## config.mk

```make
export PLATFORM = sky130hd
export DESIGN_NAME = tlb_op_sequencer
export DESIGN_NICKNAME = d
export VERILOG_FILES = /design/src/rtl/tlb_pkg.sv /design/src/rtl/tlb_hitvec_encode.sv /design/src/rtl/tlb_op_sequencer.sv
export SDC_FILE = /design/constraint.sdc
export NUM_CORES = 1
export LEC_CHECK = 0
export CORE_AREA = 2 2 157 159
export DETAILED_ROUTE_END_ITERATION = 8
export DIE_AREA = 0 0 159 161
export PLACE_DENSITY = 0.71
export SYNTH_ARGS = -nofsm -noshare
export SYNTH_HDL_FRONTEND = slang
export SYNTH_SLANG_ARGS = --single-unit
export TNS_END_PERCENT = 5
```

## constraint.sdc

```tcl
create_clock -name clk -period 3.5 [get_ports clk]
set_input_delay 0.35 -clock clk [delete_from_list [all_inputs] [get_ports clk]]
set_output_delay 0.35 -clock clk [all_outputs]
set_load 0.02 [all_outputs]
```

## src/rtl/tlb_pkg.sv

```systemverilog
// -----------------------------------------------------------------------------
// tlb_pkg
// Shared types and constants for the TLB instruction sequencer.
//   TLB_ENTRIES / IDX_W / CONF_W : array geometry and packed-entry width
//   tlb_op_e                     : TLBP / TLBR / TLBWI / TLBWR op codes
//   seq_state_e                  : sequencer FSM states
//   VPN2_* / G_BIT / ASID_*      : field positions inside a packed entry
// -----------------------------------------------------------------------------
package tlb_pkg;

   localparam int TLB_ENTRIES = 8;
   localparam int IDX_W       = 3;
   localparam int CONF_W      = 86;

   // Packed entry: {VPN2[18:0], G, ASID[7:0], EntryLo0[28:0], EntryLo1[28:0]}
   localparam int VPN2_HI = 85;
   localparam int VPN2_LO = 67;
   localparam int G_BIT   = 66;
   localparam int ASID_HI = 65;
   localparam int ASID_LO = 58;
   localparam int VPN2_W  = VPN2_HI - VPN2_LO + 1;
   localparam int ASID_W  = ASID_HI - ASID_LO + 1;

   typedef enum logic [1:0] {
      OP_TLBP  = 2'b00,
      OP_TLBR  = 2'b01,
      OP_TLBWI = 2'b10,
      OP_TLBWR = 2'b11
   } tlb_op_e;

   typedef enum logic [2:0] {
      S_IDLE   = 3'd0,
      S_DRAIN  = 3'd1,
      S_ISSUE  = 3'd2,
      S_WAIT   = 3'd3,
      S_COMMIT = 3'd4
   } seq_state_e;

endpackage

```

## src/rtl/tlb_hitvec_encode.sv

```systemverilog
// -----------------------------------------------------------------------------
// tlb_hitvec_encode
// Turns the per-entry probe match vector into a hit flag, the index of the
// lowest matching entry and a multi-hit flag. Only compiled when
// TLB_PROBE_MULTIHIT_EN is defined; the default build has no use for it.
// Ports:
//   vec   in  TLB_ENTRIES  one bit per entry that matched the probe
//   hit   out 1            at least one entry matched
//   index out IDX_W        lowest matching entry (0 when none)
//   multi out 1            two or more entries matched
// -----------------------------------------------------------------------------
`ifdef TLB_PROBE_MULTIHIT_EN
module tlb_hitvec_encode
   import tlb_pkg::*;
(
   input  logic [TLB_ENTRIES-1:0] vec,
   output logic                   hit,
   output logic [IDX_W-1:0]       index,
   output logic                   multi
);

   always_comb begin
      hit   = |vec;
      index = '0;
      // Scan downwards so the lowest set bit is the last one written.
      for (int i = TLB_ENTRIES - 1; i >= 0; i--) begin
         if (vec[i]) index = IDX_W'(i);
      end
      // Clearing the lowest set bit leaves something only on a multi-hit.
      multi = (vec & (vec - TLB_ENTRIES'(1))) != '0;
   end

endmodule
`endif

```

## src/rtl/tlb_op_sequencer.sv

```systemverilog
// -----------------------------------------------------------------------------
// tlb_op_sequencer
// Runs one MIPS TLB instruction (TLBP/TLBR/TLBWI/TLBWR) at a time between the
// pipeline, the 8-entry TLB array and CP0. The array is locked away from
// translation lookups from acceptance until the op retires.
//   IDLE -> DRAIN (wait for in-flight lookup) -> ISSUE (array access)
//        -> WAIT (capture result) -> COMMIT (CP0 strobe, op_done) -> IDLE
// Optional feature macro: TLB_PROBE_MULTIHIT_EN
//   replaces tlb_probe_hit/tlb_probe_index with tlb_probe_hit_vec and adds the
//   mcheck pulse for multiple matching entries.
// Ports:
//   clk, rst                       clock, async active-low reset
//   op_valid/op_code/op_ready      pipeline handshake, op_done retire pulse
//   flush                          aborts an op still in DRAIN
//   cp0_index/cp0_random           target index sources
//   cp0_tlb_conf_out               entry image from CP0 (write data / probe key)
//   cp0_tlbp/cp0_tlbr              CP0 commit strobes
//   miss_probe/matched_index_probe probe result, held after commit
//   cp0_tlb_conf_in                read result, held after commit
//   lookup_busy/tlb_lock           translation interlock
//   tlb_we/tlb_re/tlb_addr/tlb_wdata/tlb_rdata  array access
//   tlb_probe_req/_vpn2/_asid/_hit/_index       array probe
// -----------------------------------------------------------------------------
module tlb_op_sequencer
   import tlb_pkg::*;
(
   input  logic                   clk,
   input  logic                   rst,
   input  logic                   op_valid,
   input  logic [1:0]             op_code,
   output logic                   op_ready,
   output logic                   op_done,
   input  logic                   flush,
   input  logic [IDX_W-1:0]       cp0_index,
   input  logic [IDX_W-1:0]       cp0_random,
   input  logic [CONF_W-1:0]      cp0_tlb_conf_out,
   output logic                   cp0_tlbp,
   output logic                   cp0_tlbr,
   output logic                   miss_probe,
   output logic [IDX_W-1:0]       matched_index_probe,
   output logic [CONF_W-1:0]      cp0_tlb_conf_in,
   input  logic                   lookup_busy,
   output logic                   tlb_lock,
   output logic                   tlb_we,
   output logic                   tlb_re,
   output logic [IDX_W-1:0]       tlb_addr,
   output logic [CONF_W-1:0]      tlb_wdata,
   input  logic [CONF_W-1:0]      tlb_rdata,
`ifdef TLB_PROBE_MULTIHIT_EN
   input  logic [TLB_ENTRIES-1:0] tlb_probe_hit_vec,
   output logic                   mcheck,
`else
   input  logic                   tlb_probe_hit,
   input  logic [IDX_W-1:0]       tlb_probe_index,
`endif
   output logic                   tlb_probe_req,
   output logic [VPN2_W-1:0]      tlb_probe_vpn2,
   output logic [ASID_W-1:0]      tlb_probe_asid
);

   seq_state_e          state, state_nxt;
   tlb_op_e             op_q;
   logic [IDX_W-1:0]    idx_q;
   logic [CONF_W-1:0]   conf_q;
   logic                run_q;
   logic                accept;
   logic                probe_hit;
   logic [IDX_W-1:0]    probe_idx;

   // ---------------------------------------------------------------- probe result
`ifdef TLB_PROBE_MULTIHIT_EN
   logic probe_multi;
   logic mcheck_q;

   tlb_hitvec_encode u_hitvec_encode (
      .vec   (tlb_probe_hit_vec),
      .hit   (probe_hit),
      .index (probe_idx),
      .multi (probe_multi)
   );
`else
   assign probe_hit = tlb_probe_hit;
   assign probe_idx = tlb_probe_index;
`endif

   // ---------------------------------------------------------------- handshake
   // run_q keeps op_ready low while rst is asserted and until the first edge
   // after release, so nothing is accepted straight out of reset.
   always_ff @(posedge clk or negedge rst) begin
      // NOTE: sequential state always uses non-blocking assignment so every
      // register samples the pre-edge values of its inputs.
      if (!rst) run_q <= 1'b0;
      else      run_q <= 1'b1;
   end

   assign op_ready = run_q && (state == S_IDLE) && !flush;
   assign accept   = op_valid && op_ready;

   // ---------------------------------------------------------------- operand latch
   // NOTE: these are plain flops, not a memory, so they are reset along with
   // the state; the array itself lives outside this block.
   always_ff @(posedge clk or negedge rst) begin
      if (!rst) begin
         op_q   <= OP_TLBP;
         idx_q  <= '0;
         conf_q <= '0;
      end else if (accept) begin
         op_q   <= tlb_op_e'(op_code);
         idx_q  <= (tlb_op_e'(op_code) == OP_TLBWR) ? cp0_random : cp0_index;
         conf_q <= cp0_tlb_conf_out;
      end
   end

   assign tlb_addr       = idx_q;
   assign tlb_wdata      = conf_q;
   assign tlb_probe_vpn2 = conf_q[VPN2_HI:VPN2_LO];
   assign tlb_probe_asid = conf_q[ASID_HI:ASID_LO];

   // ---------------------------------------------------------------- FSM
   always_ff @(posedge clk or negedge rst) begin
      if (!rst) state <= S_IDLE;
      else      state <= state_nxt;
   end

   always_comb begin
      // NOTE: every output of this block gets a default first; a path that
      // skipped an assignment would otherwise infer a latch.
      state_nxt     = state;
      tlb_lock      = 1'b0;
      tlb_we        = 1'b0;
      tlb_re        = 1'b0;
      tlb_probe_req = 1'b0;
      op_done       = 1'b0;
      cp0_tlbp      = 1'b0;
      cp0_tlbr      = 1'b0;
      unique case (state)
         S_IDLE: begin
            if (accept) state_nxt = S_DRAIN;
         end
         S_DRAIN: begin
            tlb_lock = 1'b1;
            // Flush wins over a drained array: nothing has touched it yet.
            if (flush)             state_nxt = S_IDLE;
            else if (!lookup_busy) state_nxt = S_ISSUE;
         end
         S_ISSUE: begin
            tlb_lock      = 1'b1;
            tlb_we        = (op_q == OP_TLBWI) || (op_q == OP_TLBWR);
            tlb_re        = (op_q == OP_TLBR);
            tlb_probe_req = (op_q == OP_TLBP);
            state_nxt     = S_WAIT;
         end
         S_WAIT: begin
            tlb_lock  = 1'b1;
            state_nxt = S_COMMIT;
         end
         S_COMMIT: begin
            tlb_lock  = 1'b1;
            op_done   = 1'b1;
            cp0_tlbp  = (op_q == OP_TLBP);
            cp0_tlbr  = (op_q == OP_TLBR);
            state_nxt = S_IDLE;
         end
         default: state_nxt = S_IDLE;
      endcase
   end

   // ---------------------------------------------------------------- results
   // Array results are valid in WAIT; registering them there presents them
   // in COMMIT alongside the strobes, and they hold until the next op of the
   // same kind overwrites them.
   always_ff @(posedge clk or negedge rst) begin
      if (!rst) begin
         miss_probe          <= 1'b0;
         matched_index_probe <= '0;
         cp0_tlb_conf_in     <= '0;
      end else if (state == S_WAIT) begin
         if (op_q == OP_TLBP) begin
            miss_probe          <= !probe_hit;
            matched_index_probe <= probe_hit ? probe_idx : '0;
         end
         if (op_q == OP_TLBR) cp0_tlb_conf_in <= tlb_rdata;
      end
   end

`ifdef TLB_PROBE_MULTIHIT_EN
   // Cleared for non-probe ops so a stale multi-hit never leaks into COMMIT.
   always_ff @(posedge clk or negedge rst) begin
      if (!rst)                 mcheck_q <= 1'b0;
      else if (state == S_WAIT) mcheck_q <= (op_q == OP_TLBP) && probe_multi;
   end

   assign mcheck = mcheck_q && (state == S_COMMIT);
`endif

endmodule

```

==> results of run 1 <==
[state kept, by name (all words and copies together) (netlist names)]
name	flops
tlb_addr	3
tlb_wdata	86
matched_index_probe	3
run_q	1
cp0_tlb_conf_in	86
op_q	2
state	3
miss_probe	1
[worst min path at each step]
stage / cells after the start / end / from / slack [ns]
after CTS: 3 / matched_index_probe[0] / tlb_probe_index[0] / 0.48
after global placement: 1 / cp0_tlb_conf_in[72] / rst / 0.43
after floorplan: 0 / cp0_tlb_conf_in[0] / rst / 0.05
final: 3 / matched_index_probe[0] / tlb_probe_index[0] / 0.50
after detailed placement: 1 / cp0_tlb_conf_in[65] / rst / 0.43
after global routing: 3 / matched_index_probe[0] / tlb_probe_index[0] / 0.49
[power breakdown]
part | internal (W) | total, W | switching [W]
registers | 0.00321 | 0.00384 | 0.000630
logic | 0.00318 | 0.00579 | 0.00260
clock network | 0.00101 | 0.00192 | 0.000909
[placed cells by master (no fill, tap or decap), types with 2 or more instances in the layout]
cell,Yosys,routed
buf_12,4,2
buf_4,27,4
clkbuf_16,0,17
clkbuf_8,0,3
clkdlybuf4s50_1,0,401
clkinv_4,0,4
dfrtp_1,185,185
inv_1,5,5
inv_6,0,2
inv_8,0,5
mux2_2,140,140
mux2_4,40,40
mux2i_1,4,4
nand2_1,6,6
nor2_1,3,3
nor3b_1,2,2
nor4_1,2,2
[logic make-up (layout without fill, tap and decap cells)]
kind of cell	count (synthesis)	count (layout)
XOR/XNOR	1	1
other	1	1
flip-flops	185	185
buffers and inverters	53	447
AND/OR/NAND/NOR	21	21
multiplexers	184	184
AO/OA/AOI/OAI	2	2
[final cells by class]
type,instances,area (um^2),area share
clock buffers,20,467,0.0385
well taps,324,405,0.0334
flip-flops and latches,185,4630,0.382
multi-input cells,209,2370,0.196
clock inverters,12,125,0.0103
repair buffers,409,4110,0.338
inverters,6,22.5,0.00186
[routing by layer]
metal / up-vias / wire (um) / GRT usage
met5: - / 0 / 0
met4: 0 / 382 / 0.0459
met3: 22 / 1900 / 0.0650
met2: 268 / 9680 / 0.256
met1: 2539 / 7660 / 0.181
li1: 2284 / - / -
[worst max-delay path, delay by kind of cell (launching register included)]
kind                   cells  cell delay (ns)
flip-flops                 1             0.44
buffers and inverters      1             0.69
AND/OR/NAND/NOR            3             0.71
[through the flow]
step	utilization	area (um^2)	worst slack (ns)
5_1_grt	0.506	12100	0.710
3_3_place_gp	0.481	11500	1.25
4_1_cts	0.506	12100	0.799
6_report	0.506	12100	0.898
3_5_place_dp	0.481	11500	1.22
2_1_floorplan	-	7400	1.62
==> out/metrics.yaml, run 1 <==
status: "complete, no violations"
synth-main-ff-cell: "dfrtp_1"
h-tree-depth: 4
rows: 57
drc: 0
clock_latency_ns: 0.43
clockRootBuffer: "clkbuf_16"
clkTransAtPathRegs_ns: 0.07
worstPathMaxFanout: 5
r2r-start: "state[2]"
tns_ns: 0
cp-endpoint: "cp0_tlbr"
synth-simple-area-share: 0.0179
gp_congestion: 0.767
fmax_mhz: 384
reg2reg_to: "cp0_tlb_conf_in[79]"
n_antenna_cell: 0
clock_path_buffers: 2
post_drt_wl_per_cell_um: 16.8
cts_tree: "done"
instances_no_fill: 1165
dp.cells: 1132
synth_area_leaders: "dfrtp_1 63%, mux2_2 21%, mux2_4 8.1%"
synth_top_area_share: 0.625
area_growth_pct: 63.8
synth_top_family_by_area: "multiplexers"
drive_gt1_frac: 0.265
reg2regPathDepth: 4
synth-seq-cells: 185
routed_wl_mm: 19.6
critPathSlowestCell: "clkdlybuf4s50_1"
hold_ws_ns: 0.497
die_w_um: 159
p_per_area_mw_per_mm2: 952
yosys_warnings: 0
hold_violations: 0
cap_violations: 0
period_share: 0.743
yosysMostFrequentCell: "dfrtp_1"
worstSetupEndpointType: "primary output"
hpwlAfterDp_mm: 14.6
grt_first_pass_wirelength_mm: 30.8
relSlewSlack: 0.323
n_fill_cell: 2086
startpoint: "state[1]"
tightest_slew_ns: 1.01
grt_pass1_vias: 5577
final_net_count: 1017
synth-compound-area-share: 0.00152
startpoint_type: "flop"
pin_count: 403
syn_inst: 447
avgSynthCellArea_um2: 16.6
synth_area_mm2: 0.00740
synth-seq-area-share: 0.625
detail-route-antenna-nets: 0
numPortBuffers: 402
dieArea_mm2: 0.0256
yosysTopAreaCell: "dfrtp_1"
grt_overflow: 0
min_period_ns: 2.60
die_height_um: 161
setup_violations: 0
drtIter0Drc: 187
ys_types: 28
via_per_inst: 4.39
slowest_delay_ns: 0.69
start_util: 0.309
synth.net_count: 636
hp-class: "input pin to flop"
grt_max_degree: 90
p_leak_nw: 5.16
r2r_slack_ns: 1.21
core_mm2: 0.0240
crit_chain: "nor2_1, nand2_1, nor3b_1, clkdlybuf4s50_1"
synthAdderAreaFrac: 0
cts_buffers: 17
async_flop_share: 1.00
synth_enable_flop_cells: 0
finClkSkew_ns: 0.0159
cts_resized: 0
rsz0062_at_grt: "no"
hold_buffers: 1
cp_data_required_time_ns: 3.15
cts_sinks: 185
grt_use_total: 0.154
post_cts_buffers: 0
vias: 5113
synth_xor_area_frac: 0.00118
muxShareOfSynthArea: 0.300
antenna_found_initial: 0
synth_top_cells_by_count: "185 x dfrtp_1, 140 x mux2_2, 40 x mux2_4"
finalMaxSlewViolations: 0
worstSetupPathType: "flop to primary output"
cp.arrival_ns: 2.25
first_pass_iters: 4
finalPower_w: 0.0115
max-vdd-ir-drop_mv: 0.505
(Power assumes the default switching activity.)
==> run 2, diff against run 1 <==
--- a/config.mk
+++ b/config.mk
@@ -5,10 +5,10 @@
 export SDC_FILE = /design/constraint.sdc
 export NUM_CORES = 1
 export LEC_CHECK = 0
-export CORE_AREA = 2 2 157 159
+export CORE_AREA = 2 2 159 161
 export DETAILED_ROUTE_END_ITERATION = 8
-export DIE_AREA = 0 0 159 161
-export PLACE_DENSITY = 0.71
+export DIE_AREA = 0 0 161 163
+export PLACE_DENSITY = 0.7
 export SYNTH_ARGS = -nofsm -noshare
 export SYNTH_HDL_FRONTEND = slang
 export SYNTH_SLANG_ARGS = --single-unit
==> constraint.sdc (replaced) <==
create_clock -name clk -period 2.4 [get_ports clk]
set_input_delay 0.24 -clock clk [delete_from_list [all_inputs] [get_ports clk]]
set_output_delay 0.24 -clock clk [all_outputs]
set_load 0.02 [all_outputs]
==> out/metrics.yaml, run 2 (same netlist as run 1, synthesis figures left out) <==
core_mm2: 0.0247  # +3.0%
hpwlAfterDp_mm: 14.5  # -0.82%
tns_ns: 0  # unchanged
status: "complete, no violations"
grt_first_pass_wirelength_mm: 30.3  # -1.7%
min_period_ns: 2.18
seq_area_mm2: 0.00463  # unchanged
tightest_slew_ns: 0.624  # -0.382 ns
p_comb_frac: 0.503  # +0.002
finClkSkew_ns: 0.0137  # -0.00215 ns
start_util: 0.300  # -0.00890
n_antenna_cell: 0  # unchanged
grt_max_degree: 87  # -3.3%
rsz0062_at_grt: "no"
clkTransAtPathRegs_ns: 0.07  # about the same
finalMaxSlewViolations: 0  # unchanged
crit_chain: "nand2b_4, nor3b_1, clkdlybuf4s50_1"
worstSetupPathType: "flop to primary output"
cap_violations: 0  # unchanged
final_core_util: 0.492  # -0.0139
grt_pass1_vias: 5445  # -2.4%
final_net_count: 1018  # +0.098%
clockPowerShare: 0.163  # -0.003
cts_tree: "done"
cts_sinks: 185  # unchanged
detail-route-antenna-nets: 0  # unchanged
worstPathMaxFanout: 6  # +1
dieArea_mm2: 0.0262  # +2.5%
hold_violations: 0  # unchanged
final_common_cell: "clkdlybuf4s50_1"
pwr-share-seq: 0.335  # +0.002
reg2reg_to: "cp0_tlb_conf_in[69]"
die_height_um: 163  # +1.2%
gp_congestion: 0.758  # -1.2%
cp.arrival_ns: 1.94  # -0.31 ns
met1_usage: 0.177  # -0.00475
area_growth_pct: 64.1
clock_latency_ns: 0.43  # about the same
n_fill_cell: 2196  # +5.3%
p_leak_nw: 5.22  # +1.1%
antenna_found_initial: 0  # unchanged
drtIter0Drc: 245  # +31%
post_drt_wl_per_cell_um: 17.0  # +0.72%
grt_use_total: 0.149  # -0.00419
hp-class: "input pin to async pin"
vias: 5093  # -0.39%
path_buf_inv: 1  # unchanged
first_pass_iters: 4  # unchanged
p_per_area_mw_per_mm2: 1380  # +45%
relSlewSlack: 0.584  # +0.261
multi_input_area_mm2: 0.00238  # +0.37%
layout_common_cells: "398 x clkdlybuf4s50_1, 185 x dfrtp_1, 140 x mux2_2"
drive_gt1_frac: 0.268  # +0.00238
fmax_mhz: 460
swShare: 0.362  # +0.00310
routed_wl_mm: 19.9  # +1.2%
cp_data_required_time_ns: 2.16  # -0.99 ns
reg2regPathDepth: 4  # unchanged
max-vdd-ir-drop_mv: 0.731  # +45%
via_per_inst: 4.35  # -0.90%
startpoint_type: "flop"
clock_path_buffers: 2  # unchanged
cp_top_family: "buffers and inverters"
critPathSlowestCell: "clkdlybuf4s50_1"
clockRootBuffer: "clkbuf_16"
grt_overflow: 0  # unchanged
r2r-start: "state[2]"
r2r_slack_ns: 0.36  # -0.85 ns
power_switching_w: 0.00607  # +47%
rows: 58  # +1.8%
worstSetupEndpointType: "primary output"
period_share: 0.906
die_w_um: 161  # +1.3%
slowest_delay_ns: 0.65  # -0.04 ns
grt_busiest_layer: "met2"
pin_count: 403  # unchanged
drc: 0  # unchanged
internal_power_w: 0.0107  # +45%
h-tree-depth: 4  # unchanged
setup_violations: 0  # unchanged
numPortBuffers: 402  # unchanged
use_met2: 0.251  # -0.00544
cts_buffers: 17  # unchanged
met3_usage: 0.0611  # -0.00386
-- run 2: cell count changes in the layout (fill, tap and decap cells not counted), sizes merged --
cell	delta
inv	+3
clkbuf	-3
buf	+1
dlymetal6s2s	+3
clkdlybuf4s50	-3
clkinv	-1
-- run 2: metal layers --
metal	part of all wire	wire, um
met1	0.40	7910
met2	0.50	9850
met3	0.093	1850
met4	0.013	261
met5	0	0
-- run 2: timing repair --
item,4_1_cts,5_1_grt
hold buffers,1,0
hold endpoints to repair,32,0
resized for setup,2,3
endpoints found under the setup margin,1,3
buffers inserted,0,0
-- run 2: cell type report --
class,count,share of cell area
timing repair buffer,410,0.341
multi-input combinational,209,0.196
tap,330,0.0340
sequential,185,0.381
inverter,6,0.00185
clock buffer,17,0.0350
clock inverter,14,0.0105
-- run 2: worst max path at each step --
stage               cells after the start  startpoint                   to  slack, ns
finish                                  3    state[2]               tlb_we       0.22
global placement                        3    state[2]               tlb_re       0.30
CTS                                     3    state[2]               tlb_re       0.03
global route                            3    state[2]               tlb_we       0.09
floorplan                               6    state[2]  cp0_tlb_conf_in[45]       0.52
detailed placement                      3    state[2]               tlb_re       0.32
-- run 2: power by group through the flow --
stage	sequential [W]	clock [W]	combinational, W
floorplan	0.00747	0	0.00246
global placement	0.00562	0	0.00842
detailed placement	0.00568	0	0.00849
CTS	0.00564	0.00282	0.00854
global route	0.00583	0.00296	0.00884
finish	0.00562	0.00273	0.00844
-- run 2: stage by stage --
step,power (W),cell area (um^2),cells,setup WS (ns),hold WS (ns)
floorplan,0.00993,7400,447,0.521,-0.0556
global placement,0.0140,11600,1139,0.295,0.164
detailed placement,0.0142,11600,1139,0.325,0.169
CTS,0.0170,12100,1171,0.0274,0.271
global route,0.0176,12100,1171,0.0934,0.281
finish,0.0168,12100,1171,0.224,0.288
